===== src/rtl/cpu_pkg.sv =====
// Shared CPU constants: instruction field positions, NOP encoding, PC step
// and the opcode map also used by the decode-stage ControlUnit.
package cpu_pkg;

    localparam int INSTR_W = 16;
    localparam int OP_HI   = 15;
    localparam int OP_LO   = 12;
    localparam int FUNC_HI = 3;
    localparam int FUNC_LO = 0;
    localparam int PC_STEP = 2;

    localparam logic [INSTR_W-1:0] NOP_INSTR = 16'h0000;

    typedef enum logic [3:0] {
        OP_NOP  = 4'h0,
        OP_ALU  = 4'h1,
        OP_ADDI = 4'h2,
        OP_LW   = 4'h3,
        OP_SW   = 4'h4,
        OP_BEQ  = 4'h5,
        OP_BNE  = 4'h6,
        OP_JMP  = 4'h7,
        OP_HALT = 4'hF
    } opcode_t;

endpackage


===== src/rtl/fetch_stage_if.sv =====
// Fetch-stage bus: instruction-memory port, hazard/redirect controls and
// the IF/ID outputs consumed by decode.
interface fetch_stage_if #(
    parameter int PC_W = 16
);
    import cpu_pkg::*;

    logic [PC_W-1:0]    InstrAddr;
    logic [INSTR_W-1:0] InstrData;
    logic               Stall;
    logic               BranchTaken;
    logic [PC_W-1:0]    BranchTarget;
    logic               Jump;
    logic [PC_W-1:0]    JumpTarget;
    logic               HaltIn;
    logic [INSTR_W-1:0] IfIdInstr;
    logic [PC_W-1:0]    IfIdPC;
    logic               IfIdValid;
    logic [3:0]         Opcode;
    logic [3:0]         FunctionCode;
    logic               Halted;

    modport master (
        input  InstrData, Stall, BranchTaken, BranchTarget, Jump, JumpTarget, HaltIn,
        output InstrAddr, IfIdInstr, IfIdPC, IfIdValid, Opcode, FunctionCode, Halted
    );

    modport slave (
        output InstrData, Stall, BranchTaken, BranchTarget, Jump, JumpTarget, HaltIn,
        input  InstrAddr, IfIdInstr, IfIdPC, IfIdValid, Opcode, FunctionCode, Halted
    );

endinterface


===== src/rtl/if_id_register.sv =====
// IF/ID pipeline register. Flush beats hold beats load; a flush keeps the
// old PC field since it is meaningless once Valid drops.
module if_id_register
    import cpu_pkg::*;
#(
    parameter int                 PC_W = 16,
    parameter logic [INSTR_W-1:0] NOP  = NOP_INSTR
) (
    input  logic               clk,
    input  logic               rst,
    input  logic               load,
    input  logic               flush,
    input  logic               hold,
    input  logic [INSTR_W-1:0] fetch_instr,
    input  logic [PC_W-1:0]    fetch_pc,
    output logic [INSTR_W-1:0] instr,
    output logic [PC_W-1:0]    pc,
    output logic               valid
);

    always_ff @(posedge clk or posedge rst) begin
        if (rst) begin
            instr <= NOP;
            pc    <= '0;
            valid <= 1'b0;
        end else if (flush) begin
            instr <= NOP;
            valid <= 1'b0;
        end else if (load && !hold) begin
            instr <= fetch_instr;
            pc    <= fetch_pc;
            valid <= 1'b1;
        end
    end

endmodule


===== src/rtl/fetch_stage.sv =====
// IF stage: PC register, next-PC selection (branch > jump > halt > stall)
// and the IF/ID register feeding decode.
module fetch_stage
    import cpu_pkg::*;
#(
    parameter int                 PC_W     = 16,
    parameter logic [PC_W-1:0]    RESET_PC = '0,
    parameter logic [INSTR_W-1:0] NOP      = NOP_INSTR
) (
    input  logic          Clock,
    input  logic          Reset,
    fetch_stage_if.master bus
);

    logic [PC_W-1:0]    pc;
    logic [PC_W-1:0]    pc_next;
    logic               halted;
    logic               halt_now;
    logic               flush;
    logic               hold;
    logic               load;
    logic [INSTR_W-1:0] id_instr;
    logic [PC_W-1:0]    id_pc;
    logic               id_valid;

    // An older taken branch or a jump squashes a same-cycle halt request.
    always_comb begin
        halt_now = bus.HaltIn & ~halted & ~bus.BranchTaken & ~bus.Jump;
        flush    = bus.BranchTaken | bus.Jump | halt_now;
        hold     = ~flush & (halted | bus.Stall);
        load     = ~flush & ~hold;
    end

    always_comb begin
        pc_next = pc;
        if (bus.BranchTaken)
            pc_next = bus.BranchTarget & ~PC_W'(1);
        else if (bus.Jump)
            pc_next = bus.JumpTarget & ~PC_W'(1);
        else if (load)
            pc_next = pc + PC_W'(PC_STEP);
    end

    always_ff @(posedge Clock or posedge Reset) begin
        if (Reset) begin
            pc     <= RESET_PC;
            halted <= 1'b0;
        end else begin
            pc <= pc_next;
            if (halt_now)
                halted <= 1'b1;
        end
    end

    if_id_register #(
        .PC_W (PC_W),
        .NOP  (NOP)
    ) u_if_id (
        .clk         (Clock),
        .rst         (Reset),
        .load        (load),
        .flush       (flush),
        .hold        (hold),
        .fetch_instr (bus.InstrData),
        .fetch_pc    (pc),
        .instr       (id_instr),
        .pc          (id_pc),
        .valid       (id_valid)
    );

    assign bus.InstrAddr    = pc;
    assign bus.Halted       = halted;
    assign bus.IfIdInstr    = id_instr;
    assign bus.IfIdPC       = id_pc;
    assign bus.IfIdValid    = id_valid;
    assign bus.Opcode       = id_instr[OP_HI:OP_LO];
    assign bus.FunctionCode = id_instr[FUNC_HI:FUNC_LO];

endmodule


===== src/flat_wrapper.sv =====
// flat-port wrapper written by rule: the top's interface ports become plain ports
module fetch_stage_flat import cpu_pkg::*;
#(
    parameter int                 PC_W     = 16,
    parameter logic [PC_W-1:0]    RESET_PC = '0,
    parameter logic [INSTR_W-1:0] NOP      = NOP_INSTR
)
  (Clock, Reset, bus_InstrData, bus_Stall, bus_BranchTaken, bus_BranchTarget, bus_Jump, bus_JumpTarget, bus_HaltIn, bus_InstrAddr, bus_IfIdInstr, bus_IfIdPC, bus_IfIdValid, bus_Opcode, bus_FunctionCode, bus_Halted);
  fetch_stage_if #(.PC_W(PC_W)) bus_i ();
  input  logic Clock;
  input  logic Reset;
  input wire logic [$bits(bus_i.InstrData)-1:0] bus_InstrData;
  input wire logic [$bits(bus_i.Stall)-1:0] bus_Stall;
  input wire logic [$bits(bus_i.BranchTaken)-1:0] bus_BranchTaken;
  input wire logic [$bits(bus_i.BranchTarget)-1:0] bus_BranchTarget;
  input wire logic [$bits(bus_i.Jump)-1:0] bus_Jump;
  input wire logic [$bits(bus_i.JumpTarget)-1:0] bus_JumpTarget;
  input wire logic [$bits(bus_i.HaltIn)-1:0] bus_HaltIn;
  output wire logic [$bits(bus_i.InstrAddr)-1:0] bus_InstrAddr;
  output wire logic [$bits(bus_i.IfIdInstr)-1:0] bus_IfIdInstr;
  output wire logic [$bits(bus_i.IfIdPC)-1:0] bus_IfIdPC;
  output wire logic [$bits(bus_i.IfIdValid)-1:0] bus_IfIdValid;
  output wire logic [$bits(bus_i.Opcode)-1:0] bus_Opcode;
  output wire logic [$bits(bus_i.FunctionCode)-1:0] bus_FunctionCode;
  output wire logic [$bits(bus_i.Halted)-1:0] bus_Halted;
  assign bus_i.InstrData = bus_InstrData;
  assign bus_i.Stall = bus_Stall;
  assign bus_i.BranchTaken = bus_BranchTaken;
  assign bus_i.BranchTarget = bus_BranchTarget;
  assign bus_i.Jump = bus_Jump;
  assign bus_i.JumpTarget = bus_JumpTarget;
  assign bus_i.HaltIn = bus_HaltIn;
  assign bus_InstrAddr = bus_i.InstrAddr;
  assign bus_IfIdInstr = bus_i.IfIdInstr;
  assign bus_IfIdPC = bus_i.IfIdPC;
  assign bus_IfIdValid = bus_i.IfIdValid;
  assign bus_Opcode = bus_i.Opcode;
  assign bus_FunctionCode = bus_i.FunctionCode;
  assign bus_Halted = bus_i.Halted;
  fetch_stage #(.PC_W(PC_W), .RESET_PC(RESET_PC), .NOP(NOP)) u_core (.Clock(Clock), .Reset(Reset), .bus(bus_i));
endmodule

===== config.mk =====
export PLATFORM = sky130hd
export DESIGN_NAME = fetch_stage_flat
export DESIGN_NICKNAME = d
export VERILOG_FILES = /design/src/rtl/cpu_pkg.sv /design/src/rtl/fetch_stage_if.sv /design/src/rtl/if_id_register.sv /design/src/rtl/fetch_stage.sv /design/src/flat_wrapper.sv
export SDC_FILE = /design/constraint.sdc
export NUM_CORES = 1
export LEC_CHECK = 0
export BUFFER_PORTS_ARGS = -buffer_cell sky130_fd_sc_hd__buf_2
export CORE_UTILIZATION = 35
export DETAILED_ROUTE_END_ITERATION = 10
export PLACE_DENSITY = 0.62
export SLEW_MARGIN = 20
export SYNTH_ARGS = -nofsm -noshare
export SYNTH_HDL_FRONTEND = slang
export SYNTH_SLANG_ARGS = --single-unit

===== constraint.sdc =====
create_clock -name Clock -period 1.45 [get_ports Clock]
set_input_delay 0.145 -clock Clock [delete_from_list [all_inputs] [get_ports Clock]]
set_output_delay 0.145 -clock Clock [all_outputs]
set_load 0.05 [all_outputs]

==> summary.md, run 1 <==
| Metric | Value |
|---|---|
| P per Cell Area | `just under 1000 nW/um2` |
| # rows | `29` |
| DRC Markers | `0` |
| Unrepaired setup endpoints after global routing | `yes` |
| GRT Overall Usage | `slightly above 20%` |
| Drt total wl | `7628 um` |
| Setup Viol. Count Final | `35` |
| Nature of the critical path endpoint | `register` |
| Number of port buffers | `107` |
| Global Route met3 Usage | `under 10%` |
| Yosys top cell area share | `49.54%` |
| Mapped Area | `2425 um2` |
| Crit Path Max Fanout | `8` |
| Unique masters post-synth | `between 40 and 50` |
| Slew margin rel. | `57.05%` |
| FF+latch area | `about 1200 um2` |
| Layout cells sized above 1 | `between 50% and 60%` |
| Pwr Total | `roughly 0.0036 W` |
| Vias in the first global route | `around 2.2k` |
| Seq pwr share | `between 40% and 50%` |
| Die width | `85.24 um` |
| Clock Path Buffers | `2` |
| Count of clock tree sinks | `48` |
| Failing checks | `negative setup slack` |
| Grt met2 use | `between 30% and 40%` |
| Die ar. | `around 7300 um2` |
| Met1 GRT Util | `a little under 30%` |
| Int Pwr | `0.002216 W` |
| Diode count | `0` |
| Ports | `112` |
| Multi-input gate area | `between 1000 and 1500 um2` |
| CTS tree | `yes` |
| Clk Latency, worst-skew pair | `0.31 ns` |
| Max_cap viols | `0` |
| Tmin final | `between 1.5 and 2 ns` |
| Final Max Tran Viols | `0` |
| Combinational share of power | `32.4%` |
| Clock Tree Root | `clkbuf_8` |
| Slack of the critical path | `-0.1371 ns` |
| RePlAce Congestion | `0.7933` |
| Tightest Pin Transition | `around 0.64 ns` |
| Net switching power | `0.001369 W` |
| # fillers | `between 500 and 600` |
| Grt total ovfl | `0` |
| Final instance area | `between 3000 and 4000 um2` |
| Max VDD drop | `just under 500 uV` |
| Worst Setup Start Kind | `register` |
| Switching portion of total power | `38.19%` |
| DP Area | `~3300 um2` |
| Endpoints failing hold | `0` |
| CP arrival | `roughly 1.8 ns` |
| Skew final | `approximately 0.0063 ns` |
| GRT busiest layer | `met2` |
| Leading post-synthesis cells by cell area | `dfrtp_1, nand2_1, a22o_1` |
| CTS H-tree lvls | `2` |
| First-pass GRT wire length | `roughly 11,000 um` |
| Vias after detailed routing | `2,433` |
| Seq/Total Area, Yosys | `about half` |
| Worst EP required | `between 1.5 and 2 ns` |
| Detailed placement HPWL | `approximately 5200 um` |
| Mapped Cells | `~250` |
| Nets | `446` |
| Clk slew on worst S/H paths | `0.09 ns` |
| Synth-to-Final Area Change | `50.77%` |
| Status | `finished with violations` |
| Synth Area per Inst | `9.547 um2` |
| Area leader, netlist | `dfrtp_1` |
| Vias per inst | `between 5 and 6` |
| Worst Hold Class | `in -> reg` |
| Final period util | `109.5%` |
| Remaining antenna violation count | `0` |
| Yosys warns | `0` |
| Initial antenna violation count | `0` |
| Starting density of the core | `37.13%` |
| Number of buffers created by CTS | `5` |
| LEAKAGE | `just under 2 nW` |
| DR pass1 iterations | `4` |
| Max Clk Rate | `~0.63 GHz` |
| DRT iter0 DRCs | `174` |
| Average wire per standard cell | `~16 um` |
| #FFs+latches synth | `48` |
| Die Ht | `roughly 85 um` |
| Largest net degree at the start of global routing | `about 50` |
| Core area | `between 6000 and 7000 um2` |
| CP Class | `reg -> reg` |
| Clock share of power | `approximately a quarter` |
## Yosys cell counts (all sizes together)
library cell	number
or3	2
nand3	5
a22oi	5
buf	22
a221oi	1
nand4	4
nor4	4
a31oi	1
nor2b	3
o21ai	7
conb	1
a2111o	1
nor2	8
nand2b	3
xnor2	7
o41ai	1
clkinv	1
dfrtp	48
ha	1
o22ai	3
and4	1
a222oi	1
and3	2
a21oi	8
nand2	61
mux2i	5
nor3	13
o2111ai	2
o221a	1
a22o	16
o31ai	1
clkbuf	3
a32oi	1
a221o	1
a311oi	1
a21o	2
o221ai	1
inv	5
a31o	1
## registers in the layout, summed over array words and instances, names as in the netlist
signal	flops
u_core.u_if_id.pc	15
u_core.bus.Halted	1
u_core.u_if_id.instr	16
u_core.u_if_id.valid	1
u_core.bus.InstrAddr	15
## metal layers
metal / share of wire (%) / up-vias
met4: 1.3 / 0
met3: 4.1 / 8
met1: 45 / 1191
met5: 0 / -
li1: - / 1161
met2: 50 / 73
## layout by cell type (no fill, tap or decap), drive strengths merged, types with 2 or more instances in the layout
master	Yosys	routed
nand4	4	4
nor3	13	13
o21ai	7	7
mux2i	5	5
a22oi	5	5
buf	22	151
a22o	16	16
conb	1	2
nor2b	3	3
nand3	5	5
o2111ai	2	2
and3	2	2
nor4	4	4
or3	2	2
dfrtp	48	48
o22ai	3	3
nand2	61	61
nand2b	3	3
nor2	8	8
inv	5	5
clkbuf	3	9
a21o	2	2
a21oi	8	8
xnor2	7	7
## worst max-delay path, cell delays in order (launching register included)
cell and delay (ns):
dfrtp_2 0.41, or3_4 0.44, nor3_4 0.24, buf_12 0.16, clkbuf_16 0.15, a22o_1 0.12
## path summary, 6_finish.rpt
kind                                                  start                                   end  slack [ns]  cells after the start
min reg2reg                u_core.u_if_id.pc[9]$_DFFE_PP0P_      u_core.u_if_id.pc[9]$_DFFE_PP0P_        0.47                      2
min in group asynchronous                             Reset   u_core.u_if_id.instr[5]$_DFFE_PP0P_        0.42                      4
max reg2reg                   u_core.bus.Halted$_DFFE_PP0P_  u_core.u_if_id.instr[15]$_DFFE_PP0P_       -0.14                      5
max in group asynchronous                             Reset   u_core.bus.InstrAddr[1]$_DFFE_PP0P_        0.78                      4
max                           u_core.bus.Halted$_DFFE_PP0P_  u_core.u_if_id.instr[15]$_DFFE_PP0P_       -0.14                      5
min                                       bus_InstrData[14]  u_core.u_if_id.instr[14]$_DFFE_PP0P_        0.05                      2
## cell families (layout without fill, tap and decap cells)
family / Yosys count / count (layout) / synth area share, %
AND/OR/NAND/NOR: 106 / 106 / 20.74
adder cells (fa/ha/maj): 1 / 1 / 0.5159
XOR/XNOR: 7 / 7 / 2.528
AO/OA/AOI/OAI: 55 / 55 / 17.23
multiplexers: 5 / 5 / 2.064
flip-flops: 48 / 48 / 49.54
buffers and inverters: 31 / 168 / 7.224
other: 1 / 2 / 0.1547
## stage by stage
step	hold slack [ns]	TNS, ns	util (%)	instances	worst slack [ns]
after detailed placement	0.2103	-2.923	49.90	449	-0.1714
after global routing	0.04637	-5.712	55.98	469	-0.2257
after CTS	0.04449	-1.032	52.84	460	-0.07621
after global placement	0.2053	-1.911	49.90	449	-0.1040
final	0.04891	-3.471	55.98	469	-0.1371
after floorplan	0.2619	-3.437	-	255	-0.1965
## power by group through the flow
stage	combinational [W]	sequential [W]	clock, W
finish	0.00116	0.00157	0.000856
global route	0.00124	0.00159	0.000919
CTS	0.00111	0.00157	0.000875
detailed placement	0.00108	0.00160	0
global placement	0.00107	0.00159	0
floorplan	0.000326	0.00200	0
## final cells by class
class	instances	share of cell area, %
Inverter	6	0.6160
Sequential cell	48	33.44
Timing Repair Buffer	154	26.83
Clock buffer	7	2.361
Clock inverter	1	0.2053
Tap cell	77	2.635
Multi-Input combinational cell	176	33.92
## timing repair
item	in CTS	in global routing
hold endpoints to repair	48	0
pin swaps	5	14
hold buffers	1	0
setup endpoints to repair	39	43
setup buffers	2	7
resized for setup	14	26
cloned	0	3
Note: power is estimated with default switching activity, not from simulation.
==> inputs of run 2 (changes only) <==
Settings changed: CTS_CLUSTER_SIZE set to 40, SYNTH_HIERARCHICAL set to 1.
==> run 2 against run 1 <==
  * Non-clock buffer count fell by 6
  * The flow still finishes with violations (negative setup slack)
  * Worst setup slack improved by 0.030 ns
  * Clock power fell by 9.5%
  * First-iteration DRC count fell by 18%
  * Flip-flop and latch count rose by 1
  * Power fell by 16%
  * Combinational power fell by 36%
  * Die area rose by 2.2%
  * Sequential share of layout area rose by 1.6 points
  * Global-route usage fell by 2.0 points
  * Largest cell class is now registers
  * Core utilization fell by 4.1 points
==> summary.md, run 2 <==
| Metric | Value |
|---|---|
| First-pass GRT wire length | `10,340 um (-8.7%)` |
| Skew final | `0.006217 ns (-0.00007840 ns)` |
| Unrepaired setup endpoints after global routing | `yes` |
| Max Clk Rate | `0.6423 GHz (+1.9%)` |
| Vias per inst | `4.725 (-8.9%)` |
| Commonest non-fill, non-tap cell in the layout | `buf_2` |
| Grt total ovfl | `0 (unchanged)` |
| Slack of the critical path | `-0.1068 ns (+0.03032 ns)` |
| Crit Path Max Fanout | `18 (+10)` |
| Failing checks | `negative setup slack` |
| Setup Viol. Count Final | `36 (+2.9%)` |
| Largest net degree at the start of global routing | `23 (-53%)` |
| Nature of the critical path endpoint | `register` |
| Pre-CTS setup slack | `-0.1374 ns (+0.03404 ns)` |
| Number of buffers created by CTS | `5 (unchanged)` |
| Worst EP required | `1.64 ns (-0.06 ns)` |
| Worst Setup Start Kind | `register` |
| Clk slew on worst S/H paths | `0.09 ns (about the same)` |
| Detailed placement HPWL | `4943 um (-5.2%)` |
| Diode count | `0 (unchanged)` |
| Starting density of the core | `36.28% (-0.84 points)` |
| Mapped Area | `2479 um2 (+2.2%)` |
| Clock Path Buffers | `2 (unchanged)` |
| Simple-gate share of the synthesized area | `16.61% (-4.1 points)` |
| EDFF count, synth | `0 (unchanged)` |
| Synth-to-Final Area Change | `43.01%` |
| Max VDD drop | `580.2 uV (+21%)` |
| Vias in the first global route | `2,029 (-8.4%)` |
| Most frequent cell after synthesis | `dfrtp_1` |
| DP Area | `3267 um2 (+0.23%)` |
| Tmin final | `1.557 ns (-0.03032 ns)` |
| Core area | `6832 um2 (+4.6%)` |
| Initial antenna violation count | `0 (unchanged)` |
| Mapped Cells | `244 (-3.9%)` |
| Endpoints failing hold | `0 (unchanged)` |
| Yosys top cell area share | `49.47% (-0.066 points)` |
| Die ar. | `7423 um2 (+2.2%)` |
| Seq/Total Area, Yosys | `49.47% (-0.066 points)` |
| CTS H-tree lvls | `2 (unchanged)` |
| Leading post-synthesis cells by cell area | `dfrtp_1, nand2_1, mux2_4` |
| Status | `finished with violations` |
| Yosys warns | `6 (+6)` |
| Post-synthesis mux area share | `9.995% (+7.9 points)` |
| Synth Area per Inst | `10.16 um2 (+6.4%)` |
| Drt total wl | `6756 um (-11%)` |
| Combinational family with the most area after synthesis | `simple AND/OR/NAND/NOR gates` |
| Adder-cell share of the synthesized area | `0.5048% (-0.011 points)` |
| CP Class | `reg -> reg` |
| Final Max Tran Viols | `0 (unchanged)` |
| Setup TNS | `-2.552 ns (+0.9192 ns)` |
| CP arrival | `1.75 ns (-0.08 ns)` |
| Die Ht | `86.16 um (+1.1%)` |
| Ys async rst share | `100.0% (unchanged)` |
| Commonest cells in the netlist | `dfrtp_1, nand2_1, a21oi_1` |
| Area leader, netlist | `dfrtp_1` |
| Commonest cells after routing, fill and taps aside | `buf_2, nand2_1, dfrtp_1` |
| # fillers | `665 (+11%)` |
| RePlAce Congestion | `0.8056 (+1.6%)` |
| Die width | `86.16 um (+1.1%)` |
| Final instance area | `3545 um2 (-3.0%)` |
| LEAKAGE | `1.771 nW (-7.8%)` |
| Nets | `435 (-2.5%)` |
| DR pass1 iterations | `4 (unchanged)` |
| GRT Overall Usage | `18.22% (-2.0 points)` |
| FF+latch area | `1241 um2 (+1.5%)` |
| Ports | `112 (unchanged)` |
| Final period util | `107.4% (-2.1 points)` |
| Multi-input gate area | `1176 um2 (-5.1%)` |
| Vias after detailed routing | `2,254 (-7.4%)` |
| Worst Hold Class | `in -> reg` |
| Clock Tree Root | `clkbuf_8` |
| Number of port buffers | `108 (+0.93%)` |
| Layout cells sized above 1 | `53.02% (about the same)` |
| Compound-Gate Fraction of Synth Area | `12.52% (-4.7 points)` |
| Remaining antenna violation count | `0 (unchanged)` |
| Clk Latency, worst-skew pair | `0.30 ns (about the same)` |
| Count of clock tree sinks | `49 (+2.1%)` |
| Average wire per standard cell | `14.16 um (-13%)` |
| CTS tree | `yes` |
| P per Cell Area | `851.0 nW/um2 (-13%)` |
| DRT iter0 DRCs | `143 (-18%)` |
| # rows | `30 (+3.4%)` |
| Max_cap viols | `0 (unchanged)` |
| XOR/XNOR Fraction of Synth Area | `4.240% (+1.7 points)` |
| #FFs+latches synth | `49 (+2.1%)` |
| DRC Markers | `0 (unchanged)` |
| Unique masters post-synth | `42 (-6.7%)` |
| Dominant synthesized flop cell | `dfrtp_1` |
[run 2: kinds of logic (layout without fill, tap and decap cells)]
group / count (synthesis) / in the layout
fa+ha+maj: 1 / 1
other cells: 1 / 2
xor+xnor: 12 / 12
simple gates: 85 / 85
mux: 19 / 19
buf+inv: 25 / 161
flops: 49 / 49
compound gates: 52 / 52
[run 2: worst paths after layout]
kind                                                  start                                    to  slack, ns  cells after the start
hold / removal                         bus_BranchTarget[14]  u_core/bus.InstrAddr[14]$_DFFE_PP0P_       0.05                      3
setup / recovery              u_core/bus.Halted$_DFFE_PP0P_     u_core/u_if_id/pc[12]$_DFFE_PP0P_      -0.11                      5
setup reg to reg              u_core/bus.Halted$_DFFE_PP0P_     u_core/u_if_id/pc[12]$_DFFE_PP0P_      -0.11                      5
max in group asynchronous                             Reset   u_core/u_if_id/instr[8]$_DFFE_PP0P_       0.76                      4
min in group asynchronous                             Reset      u_core/u_if_id/pc[7]$_DFFE_PP0P_       0.41                      4
hold reg to reg            u_core/u_if_id/valid$_DFFE_PP0P_      u_core/u_if_id/valid$_DFFE_PP0P_       0.50                      2
[run 2: final cells by class]
class / instances / share of cell area [%]
clock buffer: 7 / 2.153
timing repair buffer: 148 / 25.59
inverter: 5 / 0.5295
sequential: 49 / 35.02
multi-input combinational: 171 / 33.18
clock inverter: 1 / 0.1412
tap: 96 / 3.389
[run 2: per-layer routing]
layer | vias to the layer above | track usage (%) | share of wire, %
met5 | - | 0 | 0
met4 | 0 | 6.212 | 1.8
met3 | 8 | 2.984 | 4.8
met2 | 70 | 29.58 | 49
met1 | 1072 | 24.70 | 45
li1 | 1104 | - | -
[run 2: power breakdown]
group / internal, W / total (W) / switching, W / leakage [nW]
Clock: 0.000340 / 0.000775 / 0.000435 / 0.0422
Combinational: 0.000268 / 0.000743 / 0.000475 / 1.09
Sequential: 0.00143 / 0.00150 / 0.0000647 / 0.634
Total: 0.00204 / 0.00302 / 0.000975 / 1.77
[run 2: metrics by stage]
stage	hold WS [ns]	util, %	cells	total power [W]
floorplan	0.05793	-	245	0.001968
global placement	0.1714	47.82	456	0.002234
detailed placement	0.1830	47.82	456	0.002243
CTS	0.04906	50.71	473	0.003025
global route	0.05792	51.89	477	0.003153
finish	0.05168	51.89	477	0.003017
[run 2: repair_timing]
action | CTS | global route
setup buffers | 7 | 4
hold buffers | 1 | 0
endpoints found under the hold margin | 49 | 0
pin swaps | 1 | 3
setup endpoints to repair | 29 | 42
gates resized for setup | 6 | 16
gates cloned | 1 | 0
[run 2: worst max-delay path: stages, from the launching register on]
cell     delay (ns)
dfrtp_2        0.46
o21ai_2        0.16
buf_4          0.29
nor2_8         0.07
buf_12         0.16
mux2_4         0.30
==> inputs of run 3 (changes only) <==
Settings changed: ABC_AREA set to 1, PLACE_DENSITY 0.62 to 0.6.
==> run 3 against run 2 <==
  * Final area increased by 1.4%
  * Clock-buffer cell count down 1
  * Sequential power barely moved
  * Sequential share of layout area shrank 0.65 points
  * Combinational power grew 1%
  * The flow now finishes without violations
  * Fmax is 14% higher
  * Via count is 24% higher
  * Flip-flop and latch count is the same
  * Hold slack improved by 0.039 ns
==> summary.md, run 3 <==
| Metric | Value |
|---|---|
| Initial antenna violation count | `0 (unchanged)` |
| Area leader, netlist | `dfrtp_1` |
| Vias per inst | `4.924 (+4.2%)` |
| CTS H-tree lvls | `2 (unchanged)` |
| Max incr delay on CP | `0.45 ns (about the same)` |
| Number of buffers created by CTS | `5 (unchanged)` |
| CP arrival | `1.61 ns (-0.14 ns)` |
| Multi-input gate area | `1303 um2 (+11%)` |
| Unrepaired setup endpoints after global routing | `yes` |
| FF+latch area | `1235 um2 (-0.50%)` |
| Crit Path Max Fanout | `6 (-12)` |
| Final hold slack | `0.09024 ns (+0.03856 ns)` |
| CTS tree | `yes` |
| Most frequent cell after synthesis | `nand2_1` |
| Count of clock tree sinks | `49 (unchanged)` |
| Core area | `7727 um2 (+13%)` |
| # fillers | `805 (+21%)` |
| Leading post-synthesis cells by cell area | `dfrtp_1, nand2_1, nand4_1` |
| Switching portion of total power | `32.90% (+0.57 points)` |
| Final Max Tran Viols | `0 (unchanged)` |
| Synth Area per Inst | `7.785 um2 (-23%)` |
| EDFF count, synth | `0 (unchanged)` |
| # rows | `32 (+6.7%)` |
| Die width | `91.49 um (+6.2%)` |
| Commonest cells after routing, fill and taps aside | `buf_2, nand2_1, dfrtp_1` |
| DR pass1 iterations | `4 (unchanged)` |
| Vias after detailed routing | `2,802 (+24%)` |
| R2R Path End | `u_core/bus.InstrAddr[7]$_DFFE_PP0P_` |
| Diode count | `0 (unchanged)` |
| Net switching power | `0.001091 W (+12%)` |
| Worst EP required | `1.69 ns (+0.05 ns)` |
| Dominant synthesized flop cell | `dfrtp_1` |
| Endpoints failing hold | `0 (unchanged)` |
| Clock Tree Root | `clkbuf_8` |
| CP cell instances | `ha_4 > nand3_4 > nor2_4 > xor2_1 > nand2_1 > nand3_1 > nand2_1 > nand2_1` |
| DRC Markers | `0 (unchanged)` |
| Reg-to-Reg Start | `u_core/bus.InstrAddr[1]$_DFFE_PP0P_` |
| Commonest non-fill, non-tap cell in the layout | `buf_2` |
| Largest net degree at the start of global routing | `34 (+48%)` |
| Ports | `112 (unchanged)` |
| Layout cells sized above 1 | `33.83% (-19 points)` |
| Detailed placement HPWL | `5395 um (+9.1%)` |
| Setup Viol. Count Final | `0 (-100%)` |
| Clk Latency, worst-skew pair | `0.30 ns (about the same)` |
| Worst Hold Class | `in -> reg` |
| Seq/Total Area, Yosys | `43.75% (-5.7 points)` |
| Combinational share of power | `22.7% (-1.9 points)` |
| CP max stage cell | `dfrtp_2` |
| Max Clk Rate | `0.7305 GHz (+14%)` |
| Average wire per standard cell | `13.56 um (-4.3%)` |
| Status | `complete, no violations` |
| FF-to-FF path depth | `8 (+3)` |
| Die Ht | `91.49 um (+6.2%)` |
| Max_cap viols | `0 (unchanged)` |
| Number of port buffers | `108 (unchanged)` |
| Grt total ovfl | `0 (unchanged)` |
| Die ar. | `8370 um2 (+13%)` |
| Clock Path Buffers | `2 (unchanged)` |
| Final core occ | `46.50% (-5.4 points)` |
| Hold_sp | `bus_BranchTarget[2]` |
| Nature of the critical path endpoint | `register` |
| GRT Overall Usage | `18.64% (+0.42 points)` |
| Starting density of the core | `36.27% (about the same)` |
| Final period util | `94.40% (-13 points)` |
| Seq pwr share | `46.1% (-3.6 points)` |
| R2R Setup Slk | `0.08 ns (+0.19 ns)` |
| #FFs+latches synth | `49 (unchanged)` |
| Yosys top cell area share | `43.75% (-5.7 points)` |
| P per Cell Area | `922.7 nW/um2 (+8.4%)` |
| Hold endpoint | `u_core/bus.InstrAddr[2]$_DFFE_PP0P_` |
| Drt total wl | `7715 um (+14%)` |
| CP Class | `reg -> reg` |
| Vias in the first global route | `2,542 (+25%)` |
| Unique masters post-synth | `27 (-36%)` |
| Clock share of power | `31.2% (+5.5 points)` |
| Mapped Cells | `360 (+48%)` |
| Synth-to-Final Area Change | `28.21%` |
| Remaining antenna violation count | `0 (unchanged)` |
| Tmin final | `1.369 ns (-0.1880 ns)` |
| Int Pwr | `0.002225 W (+9.0%)` |
| Max VDD drop | `405.1 uV (-30%)` |
| Nets | `521 (+20%)` |
| Worst Setup Start Kind | `register` |
| Yosys warns | `6 (unchanged)` |
| RePlAce Congestion | `0.8004 (-0.65%)` |
| First-pass GRT wire length | `12,580 um (+22%)` |
| Ys async rst share | `100.0% (unchanged)` |
| Skew final | `0.008756 ns (+0.002539 ns)` |
| Mapped Area | `2803 um2 (+13%)` |
| Clk slew on worst S/H paths | `0.09 ns (about the same)` |
| LEAKAGE | `2.033 nW (+15%)` |
| Most Frequent Cell on Critical Path | `nand2_1` |
| DRT iter0 DRCs | `141 (-1.4%)` |
| Hold Path Stages | `3 (unchanged)` |
| Commonest cells in the netlist | `nand2_1, dfrtp_1, nand4_1` |
-- run 3: cell count changes in the layout (fill, tap and decap cells not counted), moves of 16 or more --
| cell | delta |
|---|---|
| nand2_1 | +62 |
| nand4_1 | +34 |
| nand3_1 | +28 |
| inv_1 | +19 |
| buf_4 | -17 |
| mux2_4 | -16 |
| nor2_1 | +16 |
-- run 3: cell families (layout without fill, tap and decap cells) --
kind of cell / count (synthesis) / count (layout) / synth area share (%)
DFF: 49 / 49 / 43.75
adders and majority gates: 1 / 1 / 0.4464
other: 1 / 2 / 0.1338
buffers and inverters: 57 / 161 / 11.56
AOI/OAI and AO/OA: 32 / 32 / 6.964
and+or+nand+nor: 215 / 217 / 35.58
xor gates and xnor gates: 5 / 5 / 1.562
-- run 3: through the flow --
| stage | std cells | cell area, um2 | setup TNS, ns | worst slack [ns] | total power, W |
|---|---|---|---|---|---|
| floorplan | 361 | 2839 | -0.1098 | -0.03636 | 0.002043 |
| global placement | 555 | 3415 | 0 | 0.08874 | 0.002267 |
| detailed placement | 555 | 3415 | 0 | 0.07435 | 0.002274 |
| CTS | 564 | 3545 | 0 | 0.04697 | 0.003325 |
| global route | 569 | 3593 | -0.05392 | -0.04543 | 0.003490 |
| finish | 569 | 3593 | 0 | 0.08114 | 0.003316 |
-- run 3: how the worst max path moves through the flow --
stage	from	end	slack [ns]
final	u_core/bus.InstrAddr[1]$_DFFE_PP0P_	u_core/bus.InstrAddr[7]$_DFFE_PP0P_	0.08
after detailed placement	u_core/bus.InstrAddr[1]$_DFFE_PP0P_	u_core/bus.InstrAddr[11]$_DFFE_PP0P_	0.07
after global placement	u_core/bus.InstrAddr[1]$_DFFE_PP0P_	u_core/bus.InstrAddr[7]$_DFFE_PP0P_	0.09
after CTS	u_core/bus.InstrAddr[1]$_DFFE_PP0P_	u_core/bus.InstrAddr[7]$_DFFE_PP0P_	0.05
after floorplan	u_core/bus.InstrAddr[1]$_DFFE_PP0P_	u_core/bus.InstrAddr[11]$_DFFE_PP0P_	-0.04
after global routing	u_core/bus.InstrAddr[1]$_DFFE_PP0P_	u_core/bus.InstrAddr[7]$_DFFE_PP0P_	-0.05
-- run 3: what timing repair did --
item,in CTS,in global routing
setup endpoints to repair,0,10
hold buffers,1,0
setup buffers,0,3
resized for setup,0,4
endpoints found under the hold margin,49,0
-- run 3: cell type report --
type / instances / share of cell area [%]
clock buffers: 6 / 2.298
multi-input cells: 257 / 36.25
clock inverters: 2 / 1.045
well taps: 102 / 3.552
repair buffers: 126 / 19.67
inverters: 27 / 2.820
flip-flops and latches: 49 / 34.37
-- run 3: critical path, delay by kind of cell, from the launching register on --
kind / cells / cell delay, ns
XOR/XNOR: 1 / 0.16
AND/OR/NAND/NOR: 6 / 0.55
flip-flops: 1 / 0.45
adder cells (fa/ha/maj): 1 / 0.17
-- run 3: power groups by stage --
stage	clock (W)	sequential (W)	combinational (W)
after global placement	0	0.00155	0.000714
final	0.00103	0.00153	0.000753
after floorplan	0	0.00171	0.000331
after CTS	0.00107	0.00153	0.000724
after global routing	0.00112	0.00154	0.000826
after detailed placement	0	0.00156	0.000718
-- run 3: metal layers --
| layer | vias to the layer above | routed length, um | global-route usage (%) |
|---|---|---|---|
| li1 | 1401 | - | - |
| met1 | 1280 | 3564 | 26.22 |
| met2 | 119 | 3601 | 30.58 |
| met3 | 2 | 528 | 2.596 |
| met4 | 0 | 22 | 3.571 |
| met5 | - | 0 | 0 |
